`config.mk`:
```
export PLATFORM = sky130hd
export DESIGN_NAME = shmem_arbiter
export DESIGN_NICKNAME = d
export VERILOG_FILES = /design/src/rtl/shmem_arbiter.sv
export SDC_FILE = /design/constraint.sdc
export NUM_CORES = 1
export LEC_CHECK = 0
export ABC_AREA = 1
export ABC_CLOCK_PERIOD_IN_PS = 3300
export BUFFER_PORTS_ARGS = -buffer_cell sky130_fd_sc_hd__buf_2
export CORE_AREA = 2 2 157 159
export CTS_CLUSTER_SIZE = 14
export DETAILED_ROUTE_END_ITERATION = 16
export DIE_AREA = 0 0 159 161
export PLACE_DENSITY = 0.41
export SYNTH_ARGS = -nofsm -noshare
export SYNTH_HDL_FRONTEND = slang
export SYNTH_SLANG_ARGS = --single-unit
```
`constraint.sdc`:
```
create_clock -name clk -period 3.3 [get_ports clk]
set_clock_uncertainty 0.2 [all_clocks]
set_input_delay 0 -clock clk [delete_from_list [all_inputs] [get_ports clk]]
set_output_delay 0 -clock clk [all_outputs]
set_load 0.02 [all_outputs]
```
`src/rtl/shmem_arbiter.sv`:
```
// shmem_arbiter
// Round-robin arbiter that shares one single-port shared_memory among NUM_PE
// processing elements. It accepts one request per cycle. Read data returns one
// cycle after the grant. Addresses at or above MEM_DEPTH never reach the memory;
// they get an error response instead.
// Optional feature: define SHMEM_ARB_LOCK_EN to add the pe_lock port. A PE can
// then hold the arbiter for up to MAX_LOCK consecutive grants, for
// read-modify-write sequences.
module shmem_arbiter #(
  parameter int NUM_PE    = 4,
  parameter int ADDR_W    = 32,
  parameter int DATA_W    = 32,
  parameter int MEM_DEPTH = 256,
  parameter int MAX_LOCK  = 8
) (
  input  logic                     clk,
  input  logic                     rst_n,
  input  logic [NUM_PE-1:0]        pe_req,
  input  logic [NUM_PE-1:0]        pe_we,
  input  logic [NUM_PE*ADDR_W-1:0] pe_addr,
  input  logic [NUM_PE*DATA_W-1:0] pe_wdata,
`ifdef SHMEM_ARB_LOCK_EN
  input  logic [NUM_PE-1:0]        pe_lock,
`endif
  output logic [NUM_PE-1:0]        pe_gnt,
  output logic [NUM_PE-1:0]        pe_rvalid,
  output logic [NUM_PE-1:0]        pe_err,
  output logic [DATA_W-1:0]        pe_rdata,
  output logic [ADDR_W-1:0]        mem_addr,
  output logic [DATA_W-1:0]        mem_wdata,
  output logic                     mem_read,
  output logic                     mem_write,
  input  logic [DATA_W-1:0]        mem_rdata
);

  localparam int PTR_W = (NUM_PE > 1) ? $clog2(NUM_PE) : 1;

  // Stop elaboration on an unsupported configuration.
  if (NUM_PE < 2 || NUM_PE > 16 || MAX_LOCK < 1) begin : g_bad_param
    $error("shmem_arbiter: NUM_PE must be 2..16 and MAX_LOCK >= 1");
  end

  // The response slot is captured at grant time and consumed one cycle later.
  typedef struct packed {
    logic             vld;  // a grant happened last cycle
    logic             rd;   // it was a read, so pe_rvalid fires
    logic             err;  // its address was out of range
    logic [PTR_W-1:0] id;   // the PE that owns the response
  } rsp_t;

  logic [PTR_W-1:0]  ptr_q, ptr_d;
  rsp_t              rsp_q, rsp_d;
  logic [NUM_PE-1:0] req_eff;
  logic              gnt_any;
  logic [PTR_W-1:0]  win_id;
  logic [PTR_W:0]    cand_sum;
  logic [PTR_W-1:0]  cand;
  logic [ADDR_W-1:0] win_addr;
  logic [DATA_W-1:0] win_wdata;
  logic              win_we;
  logic              win_inr;

`ifdef SHMEM_ARB_LOCK_EN
  localparam int LCK_W = $clog2(MAX_LOCK + 1);
  logic             lock_q, lock_d;
  logic [PTR_W-1:0] owner_q, owner_d;
  logic [LCK_W-1:0] cnt_q, cnt_d, cnt_next;
  logic             lock_active;

  // The lock holds only while its owner keeps requesting.
  assign lock_active = rst_n && lock_q && pe_req[owner_q];
`endif

  // Winner select: the first requester at or after ptr, wrapping around.
  // NOTE: every variable written in an always_comb gets a default first, so no
  // latch can be inferred on any path.
  always_comb begin
    req_eff  = rst_n ? pe_req : '0;
`ifdef SHMEM_ARB_LOCK_EN
    if (lock_active) req_eff = pe_req & (NUM_PE'(1) << owner_q);
`endif
    gnt_any  = 1'b0;
    win_id   = '0;
    cand_sum = '0;
    cand     = '0;
    for (int k = 0; k < NUM_PE; k++) begin
      cand_sum = {1'b0, ptr_q} + (PTR_W+1)'(k);
      if (cand_sum >= (PTR_W+1)'(NUM_PE)) cand_sum = cand_sum - (PTR_W+1)'(NUM_PE);
      cand = cand_sum[PTR_W-1:0];
      if (!gnt_any && req_eff[cand]) begin
        gnt_any = 1'b1;
        win_id  = cand;
      end
    end
  end

  // Grant, memory strobes, next pointer and the response slot for the winner.
  always_comb begin
    win_addr  = pe_addr[int'(win_id)*ADDR_W +: ADDR_W];
    win_wdata = pe_wdata[int'(win_id)*DATA_W +: DATA_W];
    win_we    = pe_we[win_id];
    win_inr   = win_addr < ADDR_W'(MEM_DEPTH);
    pe_gnt    = '0;
    mem_addr  = '0;
    mem_wdata = '0;
    mem_read  = 1'b0;
    mem_write = 1'b0;
    ptr_d     = ptr_q;
    rsp_d     = '0;
    if (gnt_any) begin
      pe_gnt[win_id] = 1'b1;
      mem_addr       = win_addr;
      mem_wdata      = win_wdata;
      mem_read       = !win_we && win_inr;
      mem_write      = win_we && win_inr;
      // While locked the winner is always the owner, so this keeps ptr at
      // owner+1, which is also its value after a forced release.
      ptr_d          = (win_id == PTR_W'(NUM_PE-1)) ? '0 : win_id + PTR_W'(1);
      rsp_d.vld      = 1'b1;
      rsp_d.rd       = !win_we;
      rsp_d.err      = !win_inr;
      rsp_d.id       = win_id;
    end
  end

  // Response outputs. They are gated by rst_n, so a response that falls in a
  // reset cycle is dropped.
  always_comb begin
    pe_rvalid = '0;
    pe_err    = '0;
    pe_rdata  = '0;
    if (rst_n && rsp_q.vld) begin
      pe_rvalid[rsp_q.id] = rsp_q.rd;
      pe_err[rsp_q.id]    = rsp_q.err;
      if (rsp_q.rd && !rsp_q.err) pe_rdata = mem_rdata;
    end
  end

  // Arbitration pointer and response slot registers.
  // NOTE: sequential state uses non-blocking assignments only, so every flop
  // samples its pre-edge value. Reset is sampled synchronously on the clock
  // edge and clears only control state.
  always_ff @(posedge clk) begin
    if (!rst_n) begin
      ptr_q <= '0;
      rsp_q <= '0;
    end else begin
      ptr_q <= ptr_d;
      rsp_q <= rsp_d;
    end
  end

`ifdef SHMEM_ARB_LOCK_EN
  // Lock bookkeeping. The locking grant counts as the first of MAX_LOCK.
  always_comb begin
    lock_d   = lock_q;
    owner_d  = owner_q;
    cnt_d    = cnt_q;
    cnt_next = lock_active ? cnt_q + LCK_W'(1) : LCK_W'(1);
    if (lock_q && !pe_req[owner_q]) begin
      lock_d = 1'b0;
      cnt_d  = '0;
    end
    if (gnt_any) begin
      if (pe_lock[win_id] && cnt_next < LCK_W'(MAX_LOCK)) begin
        lock_d  = 1'b1;
        owner_d = win_id;
        cnt_d   = cnt_next;
      end else begin
        lock_d = 1'b0;
        cnt_d  = '0;
      end
    end
  end

  // Lock state registers.
  always_ff @(posedge clk) begin
    if (!rst_n) begin
      lock_q  <= 1'b0;
      owner_q <= '0;
      cnt_q   <= '0;
    end else begin
      lock_q  <= lock_d;
      owner_q <= owner_d;
      cnt_q   <= cnt_d;
    end
  end
`endif

endmodule

```
Word level (Yosys, flattened, before mapping)
Index checks and enable logic that the tools add are counted.

Add/sub/neg operators: 8. Order comparisons: 13. Eq/ne operators: 1. Shift-type cells: 2. Muxes and demuxes: 38. Bitwise operators: 2. Reductions and logical operators: 16.

Operators by type and width (count): $shiftx 128x8->32 (2); $mux 32 (4); $lt 32x9->1 const B (1); $lt 2x3->1 const B (6); $mux 2 (9); $mux 4 (4); $mux 1 (13); $bmux 1 s2 (5); $ge 3x3->1 const B (3); $logic_and 1x1->1 (9); $and 4x4->4 (2); $sub 2x1->2 const B (4); $add 2x2->3 const B (2); $logic_not 1->1 (6); $mux 5 (1); $demux 1 s2 (2); $ge 2x1->1 const B (2); $add 2x1->3 const B (1); $ge 2x3->1 const B (1); $add 2x1->2 const B (1); $eq 2x2->1 const B (1); $reduce_and 2->1 (1).

Register bits after elaboration: 7. Output and inout port bits: 110.

Logic depth before layout (Yosys ltp)
Word-level depth: 19. Mapped depth: 21. Gate-level depth less buffers: 20.

Worst setup path after synthesis
Ideal clock, no wire load.

Path kind: reg-to-output. Start: reg ptr_q[0]. End: out mem_addr[0]. Data arrival time: 2249 ps. Required time: 3100 ps. Slack: 851 ps. Stages on the path, launching flop included: 12. Cell sequence: dfxtp_1 > buf_4 > nand3_1 > nand3_1 > nand2_2 > nand4_4 > nand3_4 > buf_6 > buf_4 > buf_2 > nand2_1 > a221oi_1.

Word-level cells in the longest chain between the ends: 16. Elaborated cells between the ends (all ways): 39.

RTL lines: from (decl) (RTL line 51) `logic [PTR_W-1:0] ptr_q, ptr_d;`; from (signal assigned) (RTL line 148) `ptr_q <= ptr_d;`; branches (longest 15 deep; another with $add 2x1->3); $mux 32 * (RTL line 110) `if (gnt_any) begin`; to (decl) (RTL line 29) `output logic [ADDR_W-1:0] mem_addr,`.

Mark *: on every way between the ends. The select of a mux whose other input is x is not followed.

Worst setup path in the final report
Start: reg ptr_q[0]. End: out mem_read.

Word-level cells in the longest chain between the ends: 19. Elaborated cells between the ends (all ways): 44.

RTL lines: branches (longest 18 deep; another with $add 2x1->3); $mux 1 * (RTL line 110); to (decl) (RTL line 31) `output logic mem_read,`.

Marked as above.

==> impl_results.md <==
- Critical Path Max Stage Delay: ~0.35 ns
- Post-Syn Instances: 738
- Setup TNS: 0 ns
- Min-Delay Path Class: input port to flop
- Port bufs: 407
- First-pass GRT wire length: 31,600 um
- Crit path DAT: about 2.8 ns
- Mapped Nets: 1,040
- Die width: around 160 um
- Inserted Diodes: 0
- Met2 Wirelength: approximately 11,000 um
- Htree depth: 1
- GPL Wtd Cong: 0.823
- Crit path required time: ~3.1 ns
- Initial antenna violation count: 0
- R2r worst-path depth: 19
- Total track usage: 0.151
- Synth Warn #: 0
- Max Clock Freq: 329 MHz
- Die Y: 161 um
- Critical path buffers and inverters: 6
- Critical Path Sink Type: output pin
- Mean Syn Cell Area: 4.91 um2
- Clock Path Buffers: 2
- Largest net degree at the start of global routing: 67
- FP Rows: 57
- IO Pins: 408
- Detail Route Antenna Nets: 0
- Synthesis-to-finish area growth: 69.8%
- Grt ovf: 0
- Final setup viols: 0
- Clk slew on worst S/H paths: 0.04 ns
- TritonRoute pass-1 iters: 6
- 1st-iter DRT viols: 352
- Routed via count: 6,326
- Crit-path cells: buf_4 -> nand3_1 -> nand3_1 -> nand2_4 -> nand3_1 -> nand3_1 -> nand2_2 -> nand2_8 -> inv_8 -> buf_12 -> nand3_1 -> nand2_2 -> inv_1 -> nor2_1 -> nand2_1 -> nor2_2 -> nand4_1 -> buf_4 -> nor2_1 -> buf_4
- WL final: about 22,000 um
- CTS root buffer: clkbuf_16
- Sink Count: 7
- Seq/Total Area, Yosys: 0.0387
- MaxCap Viol Count: 0
- Dominant cell type by area after synthesis: nand2_1
- Most used cell, CP: nand3_1
- Part of the cycle the worst path needs: 0.922
- Nets: 1,410
- Outcome: complete, no violations
- Routed WL per cell: 15.1 um
- Fin. max-slew vios: 0
- Metal-1 WL: 8900 um
- CP startpoint kind: flop
- Share of cells above drive strength 1: 0.413
- Vias per cell: 4.42
- Register bit total from synthesis: 7
- Vias in the first global route: 5,949
- Num CTS Buffers: 3
- Tightest Pin Transition: 0.983 ns
- Detailed placer's ending HPWL: roughly 17,000 um
- Netlist cell types: 25
- CP delay by family, top: simple AND/OR/NAND/NOR gates
- Synthesized area: 3620 um2
- Slew headroom: 0.343
- Initial Util: 0.151
- Hold Violations, Final: 0
- Drt drc: 0
- Area contributors post-synth: nand2_1 25%, a21oi_1 14%, a221oi_1 9.7%
- Full die area: 25,600 um2
- Layout Utilization: 0.257
- CP max-delay cell: dfxtp_2
- CTS tree: done
- Routed met3 length: approximately 1500 um
- Hold Path Cell Cnt: 6
- DR top layer: met4
- Worst path depth: 20
- Top-area cell type share of the netlist area: 0.247
- Worst Path Max Fanout: 16
- CP Class: flop to output pin
- Clock Latency Late Sink: 0.24 ns
- Minimum clock period: 3.04 ns
- Core Footprint: approximately 24,000 um2
==> kinds of logic (layout without fill, tap and decap cells) <==
group / Yosys count / in the layout / share of synthesized area
AO/OA/AOI/OAI: 147 / 147 / 0.245
adder cells (fa/ha/maj): 4 / 4 / 0.0138
buffers and inverters: 157 / 526 / 0.196
flip-flops: 7 / 7 / 0.0387
AND/OR/NAND/NOR: 423 / 423 / 0.507
==> final timing paths <==
kind / startpoint / end / slack, ns
worst max register to register: ptr_q[0] / rsp_q[2] / 0.65
worst min register to register: ptr_q[1] / ptr_q[1] / 0.37
worst max-delay path: ptr_q[0] / mem_read / 0.26
worst min-delay path: pe_we[3] / rsp_q[3] / 0.04
==> cell usage in the layout, fill, tap and decap left out, types with 8 or more instances in the layout <==
cell	count
buf_2	404
nand4_1	42
nor2_1	70
nand3_1	56
nand2_2	8
a21oi_1	99
inv_1	86
nand2_1	237
buf_4	13
a221oi_1	40
==> synth_stat cells <==
master      n
nand3_1    57
dfxtp_1     7
nand4_1    42
nand2_4     2
clkbuf_1   19
inv_2       4
a221oi_1   40
buf_2      28
buf_4      10
ha_1        4
inv_1      86
nand2_1   239
nor2_1     72
nand4_4     1
o21ai_0     2
nand2_2     8
nand3_4     1
o211ai_1    1
a21oi_1    99
clkinv_1    1
buf_6       6
o21ai_1     5
nand3_2     1
inv_4       1
buf_1       2
==> stage by stage <==
| step | hold WS [ns] | cells | area, um2 | worst slack (ns) |
|---|---|---|---|---|
| final | 0.0437 | 1431 | 6150 | 0.256 |
| after global routing | 0.129 | 1431 | 6150 | -0.0361 |
| after CTS | 0.0967 | 1427 | 5990 | 0.0645 |
| after detailed placement | 0.122 | 1421 | 5900 | 0.236 |
| after global placement | 0.119 | 1421 | 5900 | 0.210 |
| after floorplan | -0.0691 | 738 | 3620 | 0.851 |
==> sequential cells by signal, indices dropped and copies added (netlist names) <==
name / flops
rsp_q: 5
ptr_q: 2
==> cell type report <==
| cell class | count | area, um2 |
|---|---|---|
| clock buffer | 4 | 78.8 |
| fill | 2925 | 17800 |
| inverter | 92 | 355 |
| multi-input combinational | 574 | 2810 |
| sequential | 7 | 143 |
| tap | 324 | 405 |
| timing repair buffer | 430 | 2360 |
==> worst min-delay path: cells and delay by family <==
kind                   cells  cell delay (ns)
buffers and inverters      2             0.16
AND/OR/NAND/NOR            4             0.23
==> layer usage <==
metal / GRT usage / vias to the layer above
met1: 0.185 / 2839
met3: 0.0236 / 26
met4: 0.0360 / 0
met5: 0 / -
li1: - / 3179
met2: 0.276 / 282
==> timing repair <==
item / 4_1_cts / 5_1_grt
gates resized for setup: 0 / 24
pin swaps: 0 / 3
hold endpoints to repair: 2 / 0
cloned: 0 / 3
setup endpoints to repair: 2 / 17
buffers inserted: 1 / 1
hold buffers: 1 / 0
Power is left out: the tool's default activity adds up to more than one toggle a clock period on the data nets, which glitch-free logic cannot reach.
